$ cat config.mk
export PLATFORM = sky130hd
export DESIGN_NAME = barrel_raster_sequencer
export DESIGN_NICKNAME = d
export VERILOG_FILES = /design/src/rtl/barrel_raster_sequencer.sv
export SDC_FILE = /design/constraint.sdc
export NUM_CORES = 1
export LEC_CHECK = 0
export BUFFER_PORTS_ARGS = -buffer_cell sky130_fd_sc_hd__buf_2
export CORE_UTILIZATION = 25
export DETAILED_ROUTE_END_ITERATION = 8
export PLACE_DENSITY = 0.53
export SETUP_SLACK_MARGIN = 0.1
export SYNTH_ARGS = -nofsm -noshare
export SYNTH_HDL_FRONTEND = slang
export SYNTH_SLANG_ARGS = --single-unit
export TNS_END_PERCENT = 100
$ cat constraint.sdc
create_clock -name clk -period 4.15 [get_ports clk]
set_input_delay 0.2075 -clock clk [delete_from_list [all_inputs] [get_ports clk]]
set_output_delay 0.2075 -clock clk [all_outputs]
set_load 0.005 [all_outputs]
$ cat src/rtl/barrel_raster_sequencer.sv
// Raster-order coordinate scheduler for the barrel projection output path.
// Issues (X, Y) one per accepted AXIS beat once the line buffer has filled,
// holds on downstream backpressure, pauses when the buffer runs low, and
// keeps frame/stall statistics.
module barrel_raster_sequencer #(
    parameter int unsigned out_width  = 1080,
    parameter int unsigned out_height = 960,
    parameter int unsigned coord_bits = 12
) (
    input  logic                  clk,
    input  logic                  reset,
    input  logic                  enable,
    input  logic                  clear_stats,
    input  logic                  Buf_Ready,
    input  logic                  Out_tReady,
    output logic [coord_bits-1:0] Coord_X,
    output logic [coord_bits-1:0] Coord_Y,
    output logic                  Coord_Valid,
    output logic                  Frame_Start,
    output logic                  Line_End,
    output logic                  Frame_Done,
    output logic                  busy,
    output logic [15:0]           frame_count,
    output logic [15:0]           stall_count,
    output logic                  underrun
);

    localparam logic [coord_bits-1:0] x_last    = coord_bits'(out_width - 1);
    localparam logic [coord_bits-1:0] y_last    = coord_bits'(out_height - 1);
    localparam logic [15:0]           stall_max = 16'hFFFF;

    typedef enum logic [2:0] {
        IDLE      = 3'd0,
        WAIT_FILL = 3'd1,
        RUN       = 3'd2,
        STALL     = 3'd3,
        DONE      = 3'd4
    } state_t;

    state_t                state;
    state_t                state_next;
    logic [coord_bits-1:0] x_next;
    logic [coord_bits-1:0] y_next;
    logic                  enter_stall;
    logic                  at_eol;
    logic                  at_last;

    assign at_eol  = (Coord_X == x_last);
    assign at_last = at_eol && (Coord_Y == y_last);

    // Next-state and coordinate advance; a beat only advances when accepted.
    always_comb begin
        state_next  = state;
        x_next      = Coord_X;
        y_next      = Coord_Y;
        enter_stall = 1'b0;
        unique case (state)
            IDLE: begin
                x_next = '0;
                y_next = '0;
                if (enable) begin
                    state_next = WAIT_FILL;
                end
            end
            WAIT_FILL: begin
                if (Buf_Ready) begin
                    state_next = RUN;
                end
            end
            RUN: begin
                if (Out_tReady) begin
                    if (at_last) begin
                        state_next = DONE;
                        x_next     = '0;
                        y_next     = '0;
                    end else begin
                        if (at_eol) begin
                            x_next = '0;
                            y_next = Coord_Y + coord_bits'(1);
                        end else begin
                            x_next = Coord_X + coord_bits'(1);
                        end
                        if (!Buf_Ready) begin
                            state_next  = STALL;
                            enter_stall = 1'b1;
                        end
                    end
                end
            end
            STALL: begin
                if (Buf_Ready) begin
                    state_next = RUN;
                end
            end
            DONE: begin
                state_next = enable ? WAIT_FILL : IDLE;
            end
            default: begin
                state_next = IDLE;
            end
        endcase
    end

    // State, coordinate and state-decoded output flops.
    always_ff @(posedge clk) begin
        if (reset) begin
            state       <= IDLE;
            Coord_X     <= '0;
            Coord_Y     <= '0;
            Coord_Valid <= 1'b0;
            Frame_Done  <= 1'b0;
            busy        <= 1'b0;
        end else begin
            state       <= state_next;
            Coord_X     <= x_next;
            Coord_Y     <= y_next;
            Coord_Valid <= (state_next == RUN);
            Frame_Done  <= (state_next == DONE);
            busy        <= (state_next != IDLE);
        end
    end

    // Frame/stall statistics; clear has priority over any same-cycle update.
    always_ff @(posedge clk) begin
        if (reset || clear_stats) begin
            frame_count <= '0;
            stall_count <= '0;
            underrun    <= 1'b0;
        end else begin
            if (state == DONE) begin
                frame_count <= frame_count + 16'd1;
            end
            if ((state == STALL) && (stall_count != stall_max)) begin
                stall_count <= stall_count + 16'd1;
            end
            if (enter_stall) begin
                underrun <= 1'b1;
            end
        end
    end

    assign Frame_Start = Coord_Valid && (Coord_X == '0) && (Coord_Y == '0);
    assign Line_End    = Coord_Valid && at_eol;

endmodule

==> results of run 1 <==
==> flip-flops by register name, summed over array words and instances (netlist names) <==
register	count
Coord_X	12
state	3
underrun	1
Coord_Y	12
Coord_Valid	1
busy	1
frame_count	16
stall_count	16
Frame_Done	1
==> cell type report <==
class	instances	area, um^2	share of cell area [%]
well taps	168	210	5.44
inverters	11	41.3	1.07
flip-flops and latches	63	1260	32.7
multi-input cells	288	1750	45.4
repair buffers	68	343	8.88
clock buffers	11	243	6.29
clock inverters	2	10.0	0.259
==> through the flow <==
stage	std cells	cell area, um^2	setup WS (ns)	total power, mW	hold slack [ns]
2_1_floorplan	380	3120	1.87	0.665	0.304
3_3_place_gp	598	3610	1.50	0.684	0.451
5_1_grt	611	3860	1.28	1.38	0.169
6_report	611	3860	1.40	1.33	0.152
4_1_cts	611	3860	1.43	1.35	0.139
3_5_place_dp	598	3610	1.44	0.684	0.467
==> worst max-delay path by stage <==
stage	from	to	slack, ns	cells after the start
finish	Coord_X[9]	Coord_Y[5]	1.40	5
global placement	Coord_X[9]	Coord_Y[3]	1.50	5
global route	Coord_X[3]	Coord_Y[5]	1.28	5
floorplan	Coord_X[9]	Coord_Y[3]	1.87	6
detailed placement	Coord_X[9]	Coord_Y[5]	1.44	5
CTS	Coord_X[9]	Coord_Y[5]	1.43	5
==> cell usage in the layout (no fill, tap or decap), types with 3 or more instances in the layout <==
cell,n
buf_2,67
dfxtp_1,63
nor2_1,51
nand2_1,30
a21oi_1,22
xnor2_1,21
nand3_1,18
nor3_1,15
xor2_1,13
nand4_1,13
inv_1,11
nor4_1,11
and3_1,11
o21ai_0,11
or3_1,9
clkbuf_16,9
a211oi_1,6
nand2b_1,6
ha_1,6
and4_1,5
and2_1,4
or2_2,3
mux2i_1,3
or4_1,3
o2bb2a_1,3
==> where the power goes <==
| group | switching, mW | internal [mW] | leakage [nW] | total [mW] |
|---|---|---|---|---|
| combinational | 0.0354 | 0.0178 | 0.814 | 0.0532 |
| clock | 0.250 | 0.407 | 0.127 | 0.657 |
| sequential | 0.00732 | 0.610 | 0.508 | 0.618 |
==> per-layer routing <==
metal | vias up | routed length (um)
met2 | 80 | 3490
met5 | - | 0
met3 | 10 | 461
li1 | 1473 | -
met1 | 1348 | 4000
met4 | 0 | 136
==> kinds of logic after synthesis <==
kind of cell | count (synthesis) | synth area share [%]
AO/OA/AOI/OAI | 54 | 10.9
XOR/XNOR | 34 | 9.53
adder cells (fa/ha/maj) | 6 | 2.40
buffers and inverters | 29 | 3.52
flip-flops | 63 | 40.4
multiplexers | 3 | 0.961
AND/OR/NAND/NOR | 191 | 32.3
==> results.json, run 1 <==
{
  "status": "complete, no violations",
  "dieWidth_um": 114,
  "yosysMostFrequentCell": "dfxtp_1",
  "critPathMaxFanout": 12,
  "avgRoutedWirePerCell_um": 13.2,
  "worst_slew_pin_slew_ns": 0.846,
  "avgSynthCellArea_um2": 8.22,
  "dr.pass1.iters": 4,
  "fillCellCount": 1311,
  "synth-seq-area-share_pct": 40.4,
  "path_clk_slew_ns": 0.05,
  "ys_types": 45,
  "r2r_end": "Coord_Y[5]",
  "route.detailed.drc": 0,
  "ios": 68,
  "min_path_cells": 2,
  "synthesis.nets": 392,
  "yosys.area.top_type": "dfxtp_1",
  "fin_tns_setup_ns": 0,
  "cp.required_ns": 4.41,
  "vias_per_cell": 4.76,
  "vias": 2911,
  "grt_pass1_vias": 2675,
  "path_cells": "or4_4 > nor4_4 > or3b_1 > or4_1 > o21ai_0",
  "io_buffers": 67,
  "slowest_delay_ns": 0.60,
  "cts_tree": "done",
  "r2r_slack_ns": 1.40,
  "gp_congestion": 0.798,
  "num_rows": 40,
  "clockBufferDepth": 2,
  "fin_nets": 453,
  "utilization_pct": 31.9,
  "met3_usage_pct": 3.93,
  "synth_edf_count": 0,
  "hold_path_end": "state[0]",
  "fin_skew_ns": 0.00673,
  "cts.repair.resized": 0,
  "grt_util_all_layers_pct": 13.0,
  "grt_max_degree": 34,
  "htreeDepth": 3,
  "min_period_ns": 2.75,
  "p_leak_nw": 1.45,
  "cpMaxStageDelayCell": "nor4_4",
  "cts_root_buffer": "clkbuf_16",
  "use_met1_pct": 17.7,
  "drv_slew": 0,
  "final_antenna_net_count": 0,
  "cts_buffers": 9,
  "maxSlewHeadroom_pct": 42.8,
  "antenna_found_initial": 0,
  "met2_usage_pct": 18.7,
  "postCtsSetupRepairBufs": 0,
  "hold_start": "Buf_Ready",
  "finalSetupViolations": 0,
  "irDropWorstVdd_mv": 0.153,
  "syn-cell-area_um2": 3120,
  "area_growth_pct": 23.6,
  "die_h_um": 114,
  "crit_buf_inv": 0,
  "synth_top_area_share_pct": 40.4,
  "grt_busiest_layer": "met2",
  "grt_pass1_wl_um": 13200,
  "cp.arrival_ns": 3.00,
  "critPathLaunchType": "register",
  "finalCritPeriodShare_pct": 66.1,
  "start_util_pct": 25.8,
  "ys.flop_type": "dfxtp_1",
  "synthTopCellsByArea": "dfxtp_1 40%, nor2_1 6.1%, xnor2_1 5.9%",
  "antenna_cells": 0,
  "hold_viol_final": 0,
  "postSynthCellCount": 380,
  "async_reset_ff_share_pct": 0,
  "drt_iter0_markers": 149,
  "rsz0062_at_grt": "false",
  "fmax_mhz": 364,
  "ys_warn_count": 0,
  "power.density_nw_per_um2": 344,
  "die_area_um2": 12900,
  "cap_violations": 0,
  "dpl.hpwl_um": 5730,
  "core_area_um2": 12100,
  "cts_sinks": 63,
  "overflow": 0,
  "wl_um": 8090,
  "critical_path.top_delay_family": "simple AND/OR/NAND/NOR gates",
  "holdBufCountCts": 0,
  "path_class": "reg2reg",
  "synth_common_cells": "63 x dfxtp_1, 51 x nor2_1, 30 x nand2_1, 22 x a21oi_1, 21 x xnor2_1",
  "r2r_cells": 5,
  "r2r_start": "Coord_X[9]",
  "drive_above_1_share_pct": 19.6,
  "hold_path.class": "in2reg",
  "crit_path_end_kind": "register",
  "clkLatencyLatePin_ns": 0.33,
  "ys_seq_elements": 63
}
Note: power is estimated with default switching activity, not from simulation.
==> inputs of run 2 (changes only) <==
- PLACE_DENSITY: 0.53 -> 0.54
- clock period: 4.15 -> 2.3 ns (I/O delays scaled with it)
==> run 2 against run 1 <==
  * Setup slack got worse by 1.3 ns
  * Worst hold slack lost 0.098 ns
  * Total power up 94%
  * Flip-flop and latch count is the same
  * First-iteration DRC count is 23% lower
  * Via count rose by 2.7%
  * Register-to-register slack got worse by 1.3 ns
  * Sequential power up 80%
  * Die area unchanged
  * Critical endpoint unchanged
  * Largest cell class unchanged
==> results.json, run 2 (synthesis gave the netlist of run 1 again) <==
{
  "switchingPower_uw": 562,
  "grt_max_degree": 34,
  "cap_violations": 0,
  "finalCritPeriodShare_pct": 94.7,
  "hold_viol_final": 0,
  "path_class": "reg2reg",
  "hold_path.class": "in2reg",
  "start_util_pct": 25.8,
  "vias": 2989,
  "status": "complete, no violations",
  "power.density_nw_per_um2": 627,
  "io_buffers": 67,
  "slowest_delay_ns": 0.58,
  "wl_um": 8530,
  "grt_util_all_layers_pct": 13.7,
  "num_rows": 40,
  "final_cell_mix": "67 x buf_2, 63 x dfxtp_1, 51 x nor2_1",
  "vias_per_cell": 4.68,
  "drv_slew": 0,
  "p_seq_share_pct": 43.1,
  "die_area_um2": 12900,
  "utilization_pct": 33.8,
  "fin_tns_setup_ns": 0,
  "p_leak_nw": 1.60,
  "htreeDepth": 3,
  "cp.arrival_ns": 2.42,
  "irDropWorstVdd_mv": 0.329,
  "fmax_mhz": 459,
  "cts_tree": "done",
  "critPathMaxFanout": 9,
  "clockBufferDepth": 2,
  "p_comb_share_pct": 4.8,
  "path_cells": "or4_4 > nor4_4 > or3b_4 > or4_1 > o21ai_0",
  "critical_path.top_delay_family": "simple AND/OR/NAND/NOR gates",
  "crit_path_end_kind": "register",
  "cts_buffers": 9,
  "dieWidth_um": 114,
  "antenna_cells": 0,
  "fin_skew_ns": 0.00511,
  "maxSlewHeadroom_pct": 53.5,
  "overflow": 0,
  "area_growth_pct": 31.2,
  "cpMaxStageDelayCell": "or4_4",
  "cts_root_buffer": "clkbuf_16",
  "crit_buf_inv": 0,
  "cts_sinks": 63,
  "reg.largest.list": "frame_count x16, stall_count x16",
  "gp_congestion": 0.818,
  "grt_pass1_vias": 2789,
  "p_int_mw": 2.01,
  "dr.pass1.iters": 4,
  "fillCellCount": 1335,
  "antenna_found_initial": 0,
  "drive_above_1_share_pct": 24.6,
  "route.detailed.drc": 0,
  "final_antenna_net_count": 0,
  "final_common_cell": "buf_2",
  "finalSetupViolations": 0,
  "core_area_um2": 12100,
  "worst_slew_pin_slew_ns": 0.698,
  "path_clk_slew_ns": 0.06,
  "ios": 68,
  "avgRoutedWirePerCell_um": 13.3,
  "rsz0062_at_grt": "true",
  "fin_nets": 478,
  "cp.required_ns": 2.55,
  "drt_iter0_markers": 115,
  "swShare_pct": 21.9,
  "dpl.hpwl_um": 6200,
  "grt_pass1_wl_um": 13900,
  "critPathLaunchType": "register",
  "die_h_um": 114,
  "holdBufCountCts": 0,
  "clkLatencyLatePin_ns": 0.33,
  "p_clk_share_pct": 52.1,
  "min_period_ns": 2.18
}
## run 2: changes by cell type in the layout (fill, tap and decap cells not counted), sizes merged
cell / delta
buf: +25
bufinv: +1
clkbuf: +1
clkinv: +1
## run 2: stage by stage
| step | std cells | cell area [um^2] | hold WS, ns | total power, mW | worst slack (ns) |
|---|---|---|---|---|---|
| 6_report | 639 | 4100 | 0.0539 | 2.57 | 0.122 |
| 5_1_grt | 639 | 4100 | 0.0639 | 2.68 | 0.0250 |
| 4_1_cts | 639 | 4090 | 0.0371 | 2.61 | 0.140 |
| 3_5_place_dp | 623 | 3800 | 0.385 | 1.25 | 0.0760 |
| 3_3_place_gp | 623 | 3800 | 0.383 | 1.25 | 0.0917 |
| 2_1_floorplan | 380 | 3130 | 0.212 | 1.20 | 0.115 |
## run 2: timing repair
action                                 in CTS  in global routing
setup endpoints to repair                   3                  8
resized for setup                           1                  1
endpoints found under the hold margin       0                  0
setup buffers                               0                  0
## run 2: layout make-up
class                   instances  area (um^2)  share of cell area, %
repair buffers                 93          531                   12.9
flip-flops and latches         63         1260                   30.8
well taps                     168          210                   5.13
clock inverters                 4         45.0                   1.10
multi-input cells             288         1760                   43.0
inverters                      11         41.3                   1.01
clock buffers                  12          246                   6.01
## run 2: worst paths after layout
path         startpoint          to  slack, ns  cells after the start
min reg2reg    underrun    underrun       0.49                      2
min           Buf_Ready    state[0]       0.05                      2
max reg2reg  Coord_X[6]  Coord_Y[5]       0.12                      5
max          Coord_X[6]  Coord_Y[5]       0.12                      5
## run 2: power by group through the flow
stage               Clock, mW  Combinational, mW  Sequential [mW]
floorplan                   0             0.0723             1.13
global placement            0              0.122             1.13
detailed placement          0              0.123             1.13
CTS                      1.38              0.124             1.11
global route             1.44              0.136             1.11
finish                   1.34              0.124             1.11
## run 2: per-layer routing
layer	vias up	track usage, %	share of wire, %
met5	-	0	0
met4	0	5.97	1.9
met3	10	3.67	4.9
met2	69	21.1	45
met1	1394	18.1	48
li1	1516	-	-
## run 2: worst register-to-register path, stage by stage (launching register included)
cell and delay, ns:
dfxtp_1 0.34, or4_4 0.58, nor4_4 0.17, or3b_4 0.46, or4_1 0.47, o21ai_0 0.09
